`src/rtl/serial_addsub16.sv`:
```
`default_nettype none
// ============================================================================
// Module      : serial_addsub16
// Description : Bit-serial WIDTH-bit adder/subtractor. A single full-adder
//               cell is reused over WIDTH cycles, LSB first. Subtraction is
//               computed as a + ~b + 1. Start/done handshake.
// Revision    : 1.0 - initial release
// ============================================================================
module serial_addsub16 #(
    parameter int WIDTH = 16
) (
    input  logic             clk,
    input  logic             rst_n,
    input  logic             start,
    input  logic             sub,
    input  logic [WIDTH-1:0] a,
    input  logic [WIDTH-1:0] b,
    output logic             busy,
    output logic             done,
    output logic [WIDTH-1:0] result,
    output logic             cb,
    output logic             ovf
);

    localparam int CW = $clog2(WIDTH) + 1;

    typedef enum logic [1:0] {
        IDLE  = 2'd0,
        SHIFT = 2'd1,
        DONE  = 2'd2
    } state_t;

    state_t           state;
    state_t           state_next;
    logic [WIDTH-1:0] a_sh;
    logic [WIDTH-1:0] b_sh;
    logic             sub_l;
    logic             carry;
    logic [CW-1:0]    cnt;

    logic             accept;
    logic             last;
    logic             x;
    logic             y;
    logic             s;
    logic             c_next;

    // Handshake qualification and the shared full-adder cell
    always_comb begin
        accept = start && ((state == IDLE) || (state == DONE));
        last   = (cnt == CW'(WIDTH - 1));
        x      = a_sh[0];
        y      = b_sh[0] ^ sub_l;
        s      = x ^ y ^ carry;
        c_next = (x & y) | (x & carry) | (y & carry);
    end

    // State register
    always_ff @(posedge clk or negedge rst_n) begin
        if (!rst_n) begin
            state <= IDLE;
        end else begin
            state <= state_next;
        end
    end

    // Next-state and status outputs; start is ignored while shifting
    always_comb begin
        state_next = state;
        busy       = 1'b0;
        done       = 1'b0;
        case (state)
            IDLE: begin
                if (accept) begin
                    state_next = SHIFT;
                end
            end
            SHIFT: begin
                busy = 1'b1;
                if (last) begin
                    state_next = DONE;
                end
            end
            DONE: begin
                done       = 1'b1;
                state_next = accept ? SHIFT : IDLE;
            end
            default: begin
                state_next = IDLE;
            end
        endcase
    end

    // Operand capture on accept, then one bit per cycle through the adder cell
    always_ff @(posedge clk or negedge rst_n) begin
        if (!rst_n) begin
            a_sh   <= '0;
            b_sh   <= '0;
            sub_l  <= 1'b0;
            carry  <= 1'b0;
            cnt    <= '0;
            result <= '0;
            cb     <= 1'b0;
            ovf    <= 1'b0;
        end else if (accept) begin
            a_sh  <= a;
            b_sh  <= b;
            sub_l <= sub;
            // Carry-in of 1 supplies the +1 of the two's-complement negate
            carry <= sub;
            cnt   <= '0;
        end else if (state == SHIFT) begin
            result <= {s, result[WIDTH-1:1]};
            a_sh   <= a_sh >> 1;
            b_sh   <= b_sh >> 1;
            carry  <= c_next;
            cnt    <= cnt + CW'(1);
            if (last) begin
                // Borrow is the inverted carry out when subtracting
                cb  <= sub_l ? ~c_next : c_next;
                // carry still holds the carry into the MSB at this point
                ovf <= carry ^ c_next;
            end
        end
    end

endmodule
`default_nettype wire

```
`config.mk`:
```
export PLATFORM = sky130hd
export DESIGN_NAME = serial_addsub16
export DESIGN_NICKNAME = d
export VERILOG_FILES = /design/src/rtl/serial_addsub16.sv
export SDC_FILE = /design/constraint.sdc
export NUM_CORES = 1
export LEC_CHECK = 0
export ABC_AREA = 1
export CORE_AREA = 10 10 85 94
export DETAILED_ROUTE_END_ITERATION = 16
export DIE_AREA = 0 0 95 104
export PLACE_DENSITY = 0.74
export SLEW_MARGIN = 20
export SYNTH_ARGS = -nofsm -noshare
export SYNTH_HDL_FRONTEND = slang
export SYNTH_SLANG_ARGS = --single-unit
```
`constraint.sdc`:
```
create_clock -name clk -period 1.28 [get_ports clk]
set_input_delay 0.128 -clock clk [delete_from_list [all_inputs] [get_ports clk]]
set_output_delay 0.128 -clock clk [all_outputs]
set_load 0.01 [all_outputs]
```
==> results of run 1 <==
-- through the flow --
stage	total power [uW]	TNS (ns)	instances	setup slack [ns]	hold slack (ns)
global route	9040	-0.583	512	-0.139	0.374
floorplan	5270	0	349	0.00897	-0.168
detailed placement	6690	-4.77	488	-0.182	0.161
finish	8310	-0.0641	512	-0.0401	0.343
global placement	6540	-3.94	488	-0.134	0.155
CTS	8050	0	505	0.00505	0.346
-- where the power goes --
group / internal [uW] / switching [uW] / total [uW]
sequential: 2700 / 474 / 3180
clock: 804 / 690 / 1490
combinational: 1640 / 2000 / 3640
total: 5150 / 3160 / 8310
-- worst max-delay path: stages (launching register included) --
cell and delay, ns:
dfrtp_1 0.36, ha_2 0.19, nand2_1 0.07, nor2_2 0.13, ha_2 0.19, inv_2 0.06
nor2_4 0.12, nand3_1 0.08, nand2_1 0.06
-- how the worst max path moves through the flow --
stage / to / depth (start not counted) / from / slack, ns
after floorplan: cb / 6 / sub_l / 0.009
after global placement: a_sh[1] / 6 / start / -0.13
after detailed placement: a_sh[9] / 6 / start / -0.18
after CTS: done / 2 / state[0] / 0.005
after global routing: cb / 8 / cnt[0] / -0.14
final: cb / 8 / cnt[0] / -0.04
-- area by class of cell --
cell class / instances / area [um2]
Fill cell: 562 / 2320
Timing Repair Buffer: 83 / 821
Clock inverter: 2 / 10.0
Clock buffer: 14 / 163
Multi-Input combinational cell: 237 / 1040
Sequential cell: 59 / 1480
Tap cell: 80 / 100
Inverter: 37 / 144
-- state kept, by name, summed over array words and instances, names as in the netlist --
| name | flops |
|---|---|
| a_sh | 16 |
| result | 16 |
| b_sh | 16 |
| sub_l | 1 |
| carry | 1 |
| cb | 1 |
| cnt | 5 |
| state | 2 |
| ovf | 1 |
-- Yosys cell counts, types with 2 or more instances --
cell type / n / area share (%)
o21ai_0: 23 / 4.2
inv_1: 36 / 5.0
a21oi_1: 2 / 0.37
o21ai_1: 15 / 2.8
nand3_1: 10 / 1.8
buf_2: 12 / 2.2
nor2_1: 23 / 3.2
buf_4: 2 / 0.55
ha_1: 2 / 0.92
dfrtp_1: 59 / 55
nand2_1: 155 / 21
nand2_2: 2 / 0.46
-- kinds of logic (layout without fill, tap and decap cells) --
group,after synthesis,in the layout,share of synthesized area (%)
AND/OR/NAND/NOR,192,192,27.4
flip-flops,59,59,54.5
adder cells (fa/ha/maj),3,3,1.66
AO/OA/AOI/OAI,41,41,7.62
buffers and inverters,53,136,8.45
XOR/XNOR,1,1,0.323
-- per-layer routing --
| layer | global-route usage [%] | share of wire, % | up-vias |
|---|---|---|---|
| met5 | 0 | 0 | - |
| met4 | 6.64 | 1.1 | 0 |
| met3 | 4.33 | 5.9 | 7 |
| met2 | 20.5 | 48 | 61 |
| met1 | 14.4 | 45 | 1092 |
| li1 | - | - | 1219 |
-- what timing repair did --
item,in CTS,in global routing
hold buffers,1,0
endpoints found under the setup margin,55,20
cloned,0,4
pin swaps,1,7
setup buffers,0,3
endpoints found under the hold margin,59,0
gates resized for setup,30,17
==> flow_metrics.env, run 1 <==
export IMPL_status="finished, violations left"
export IMPL_violations="negative setup slack"
export IMPL_cts_tree="built"
export IMPL_rows=30
export IMPL_grt_pass1_wl_mm=10.3
export IMPL_end_kind="register"
export IMPL_final_common_cell="nand2_1"
export IMPL_core_area_um2=6080
export IMPL_die_h_um=104
export IMPL_power_density_nw_per_um2=2210
export IMPL_dr_pass1_iters=4
export IMPL_place_gp_congestion=0.762
export IMPL_groute_usage_overall_pct=12.7
export IMPL_rr_endpoint="cb"
export IMPL_postPlaceCellArea_um2=3450
export IMPL_reg2reg_depth=8
export IMPL_routed_wl_mm=6.45
export IMPL_cp_max_fo=3
export IMPL_die_w_um=95
export IMPL_clock_skew_ns=0.00860
export IMPL_worstMarginPinSlew_ns=0.314
export IMPL_syn_num_nets=388
export IMPL_maxCapViolations=0
export IMPL_synth_cell_type_count=20
export IMPL_final_antenna_net_count=0
export IMPL_cp_start_kind="register"
export IMPL_drive_gt1_share_pct=13.7
export IMPL_area_delta_synth_final_pct=38.7
export IMPL_grt_max_degree=60
export IMPL_syn_inst=349
export IMPL_finalSetupViolations=2
export IMPL_viasPerCell=4.65
export IMPL_cts_buffers=9
export IMPL_yosysWarnings=0
export IMPL_async_flop_share_pct=100
export IMPL_cts_buffer_depth=2
export IMPL_crit_arrival_ns=1.59
export IMPL_timing_final_crit_share_pct=103
export IMPL_layout_common_cells="nand2_1 (154), dfrtp_1 (59), clkdlybuf4s50_1 (34), inv_1 (33), nor2_1 (20)"
export IMPL_yosysSeqAreaShare_pct=54.5
export IMPL_via_count=2379
export IMPL_fin_util_pct=61.8
export IMPL_layout_nets=466
export IMPL_synth_avg_cell_area_um2=7.76
export IMPL_overflow=0
export IMPL_fin_ws_ns=-0.0401
export IMPL_boundaryPins=56
export IMPL_cts_sinks=59
export IMPL_final_max_slew_viol_count=0
export IMPL_ys_seq_elements=59
export IMPL_diodes=0
export IMPL_r2r_start="cnt[0]"
export IMPL_netlist_area_um2=2710
export IMPL_drc=0
export IMPL_cts_root_buf="clkbuf_8"
export IMPL_grt_setup_unrepaired="yes"
export IMPL_drt_iter0_markers=149
export IMPL_p_leak_uw=0.00196
export IMPL_routedWlPerCell_um=12.6
export IMPL_max_vdd_ir_drop_mv=0.911
export IMPL_critPathKind="reg2reg"
export IMPL_dpl_hpwl_mm=4.19
export IMPL_crit_required_ns=1.54
export IMPL_path_clk_slew_ns=0.06
export IMPL_stdcell_area_um2=3760
export IMPL_initial_core_util_pct=44.5
export IMPL_clk_latency_ns=0.33
export IMPL_port_buffers=55
export IMPL_period_needed_ns=1.32
export IMPL_synth_edf_count=0
export IMPL_slew_headroom_pct=79.0
export IMPL_ff2ff_setup_slack_ns=-0.04
export IMPL_hp_class="in2async"
export IMPL_htreeDepth=3
export IMPL_fmax_ghz=0.757
export IMPL_dieArea_um2=9880
export IMPL_hold_viol=0
export IMPL_dominantRegCellSynth="dfrtp_1"
export IMPL_grt_pass1_vias=2382
export IMPL_antenna_found_initial=0
Power figures use the tool's default switching activity.
==> run 2: changes to the inputs <==
--- a/config.mk
+++ b/config.mk
@@ -6,10 +6,10 @@
 export NUM_CORES = 1
 export LEC_CHECK = 0
 export ABC_AREA = 1
-export CORE_AREA = 10 10 85 94
+export CORE_AREA = 10 10 81 90
 export DETAILED_ROUTE_END_ITERATION = 16
-export DIE_AREA = 0 0 95 104
-export PLACE_DENSITY = 0.74
+export DIE_AREA = 0 0 91 100
+export PLACE_DENSITY = 0.78
 export SLEW_MARGIN = 20
 export SYNTH_ARGS = -nofsm -noshare
 export SYNTH_HDL_FRONTEND = slang
==> constraint.sdc (replaced) <==
create_clock -name clk -period 1.4 [get_ports clk]
set_input_delay 0.14 -clock clk [delete_from_list [all_inputs] [get_ports clk]]
set_output_delay 0.14 -clock clk [all_outputs]
set_load 0.01 [all_outputs]
==> flow_metrics.env, run 2 (same netlist as run 1, synthesis figures left out) <==
export IMPL_status="complete, no violations"
export IMPL_power_density_nw_per_um2=2030
export IMPL_drc=0
export IMPL_final_antenna_net_count=0
export IMPL_cts_tree="built"
export IMPL_p_leak_uw=0.00195
export IMPL_grt_util_met2_pct=21.4
export IMPL_place_inst=476
export IMPL_period_needed_ns=1.35
export IMPL_timing_final_crit_share_pct=96.1
export IMPL_final_max_slew_viol_count=0
export IMPL_crit_required_ns=1.26
export IMPL_clk_latency_ns=0.33
export IMPL_drive_gt1_share_pct=8.89
export IMPL_hp_class="in2async"
export IMPL_place_gp_congestion=0.805
export IMPL_multi_input_area_um2=1030
export IMPL_routed_wl_mm=5.63
export IMPL_cp_start_kind="register"
export IMPL_layout_common_cells="nand2_1 (155), dfrtp_1 (58), inv_1 (35), clkdlybuf4s50_1 (35)"
export IMPL_critPathMaxStageDelay_ns=0.54
export IMPL_postPlaceCellArea_um2=3380
export IMPL_instances_no_fill=493
export IMPL_clock_skew_ns=0.00215
export IMPL_die_h_um=100
export IMPL_busiest_layer="met2"
export IMPL_fin_ws_ns=0.0546
export IMPL_max_vdd_ir_drop_mv=0.855
export IMPL_groute_usage_overall_pct=13.2
export IMPL_maxCapViolations=0
export IMPL_cp_max_fo=2
export IMPL_core_area_um2=5590
export IMPL_path_clk_slew_ns=0.06
export IMPL_initial_core_util_pct=48.5
export IMPL_hold_viol=0
export IMPL_grt_pass1_vias=2314
export IMPL_die_w_um=91
export IMPL_diodes=0
export IMPL_overflow=0
export IMPL_port_buffers=55
export IMPL_area_delta_synth_final_pct=33.1
export IMPL_met1_usage_pct=15.1
export IMPL_met3_usage_pct=5.37
export IMPL_critPathBufInv=1
export IMPL_grt_max_degree=60
export IMPL_dr_pass1_iters=4
export IMPL_finalSetupViolations=0
export IMPL_cts_buffers=9
export IMPL_seqCellArea_um2=1480
export IMPL_cts_buffer_depth=2
export IMPL_end_kind="output pin"
export IMPL_dpl_hpwl_mm=4.01
export IMPL_pre_cts_ws_ns=-0.0639
export IMPL_rows=29
export IMPL_routedWlPerCell_um=11.4
export IMPL_cts_sinks=59
export IMPL_stdcell_area_um2=3610
export IMPL_cts_root_buf="clkbuf_8"
export IMPL_crit_arrival_ns=1.21
export IMPL_worstMarginPinSlew_ns=0.310
export IMPL_fmax_ghz=0.743
export IMPL_viasPerCell=4.65
export IMPL_cpMaxStageDelayCell="clkdlybuf4s50_1"
export IMPL_grt_pass1_wl_mm=9.96
export IMPL_final_common_cell="nand2_1"
export IMPL_cts_setup_buffers=0
export IMPL_htreeDepth=3
export IMPL_antenna_found_initial=0
export IMPL_critPathTopFamily="buffers and inverters"
export IMPL_layout_nets=450
export IMPL_critPathKind="reg2out"
export IMPL_slew_headroom_pct=79.4
export IMPL_fill_cells=487
export IMPL_boundaryPins=56
export IMPL_worstPathCellList="clkdlybuf4s50_1"
export IMPL_dieArea_um2=9100
export IMPL_timing_hold_ws_ns=0.329
export IMPL_via_count=2292
export IMPL_drt_iter0_markers=107
export IMPL_top_regs="a_sh x16, b_sh x16, result x16"
run 2: worst paths after layout:
path	start	end	slack (ns)	depth (start not counted)
worst max-delay path	result[8]	result[8]	0.05	1
worst min-delay path	rst_n	result[11]	0.33	3
worst max register to register	sub_l	result[15]	0.07	3
worst min register to register	result[0]	result[0]	0.48	2
max in group asynchronous	rst_n	cnt[0]	0.79	3
min in group clk	a[12]	a_sh[12]	0.39	3
run 2: timing repair:
action                                  in CTS  in global routing
hold buffers                                 1                  0
pin swaps                                    0                  2
endpoints found under the setup margin      11                 43
cloned                                       0                  0
hold endpoints to repair                    59                  0
resized for setup                           11                 19
run 2: where the power goes:
group / switching [uW] / internal [uW] / leakage (uW) / total (uW)
clock: 618 / 835 / 0.0000997 / 1450
combinational: 1660 / 1280 / 0.00111 / 2940
sequential: 447 / 2470 / 0.000742 / 2920
run 2: per-stage QoR:
step                setup TNS [ns]  power [uW]  util [%]
detailed placement           -1.14        5980      60.4
CTS                              0        7380      63.8
floorplan                        0        4820         -
global route               -0.0271        8010      64.5
finish                           0        7310      64.5
global placement           -0.0248        5840      60.4
run 2: per-layer routing:
layer | share of wire (%) | routed length (um) | vias up
met1 | 48 | 2690 | 1039
met3 | 5.9 | 331 | 6
li1 | - | - | 1186
met2 | 45 | 2550 | 61
met4 | 1.0 | 59 | 0
met5 | 0 | 0 | -
run 2: layout make-up:
| cell class | instances | area share, % |
|---|---|---|
| Sequential cell | 59 | 41.0 |
| Clock inverter | 1 | 0.139 |
| Tap cell | 77 | 2.67 |
| Timing Repair Buffer | 67 | 18.6 |
| Inverter | 37 | 3.92 |
| Multi-Input combinational cell | 237 | 28.5 |
| Clock buffer | 15 | 5.17 |
==> run 3: changes to the inputs <==
--- a/config.mk
+++ b/config.mk
@@ -7,6 +7,7 @@
 export LEC_CHECK = 0
 export ABC_AREA = 1
 export CORE_AREA = 10 10 81 90
+export CTS_CLUSTER_SIZE = 25
 export DETAILED_ROUTE_END_ITERATION = 16
 export DIE_AREA = 0 0 91 100
 export PLACE_DENSITY = 0.78
==> results of run 3 <==
No change in the layout: final DEF, timing and power equal those of run 2.
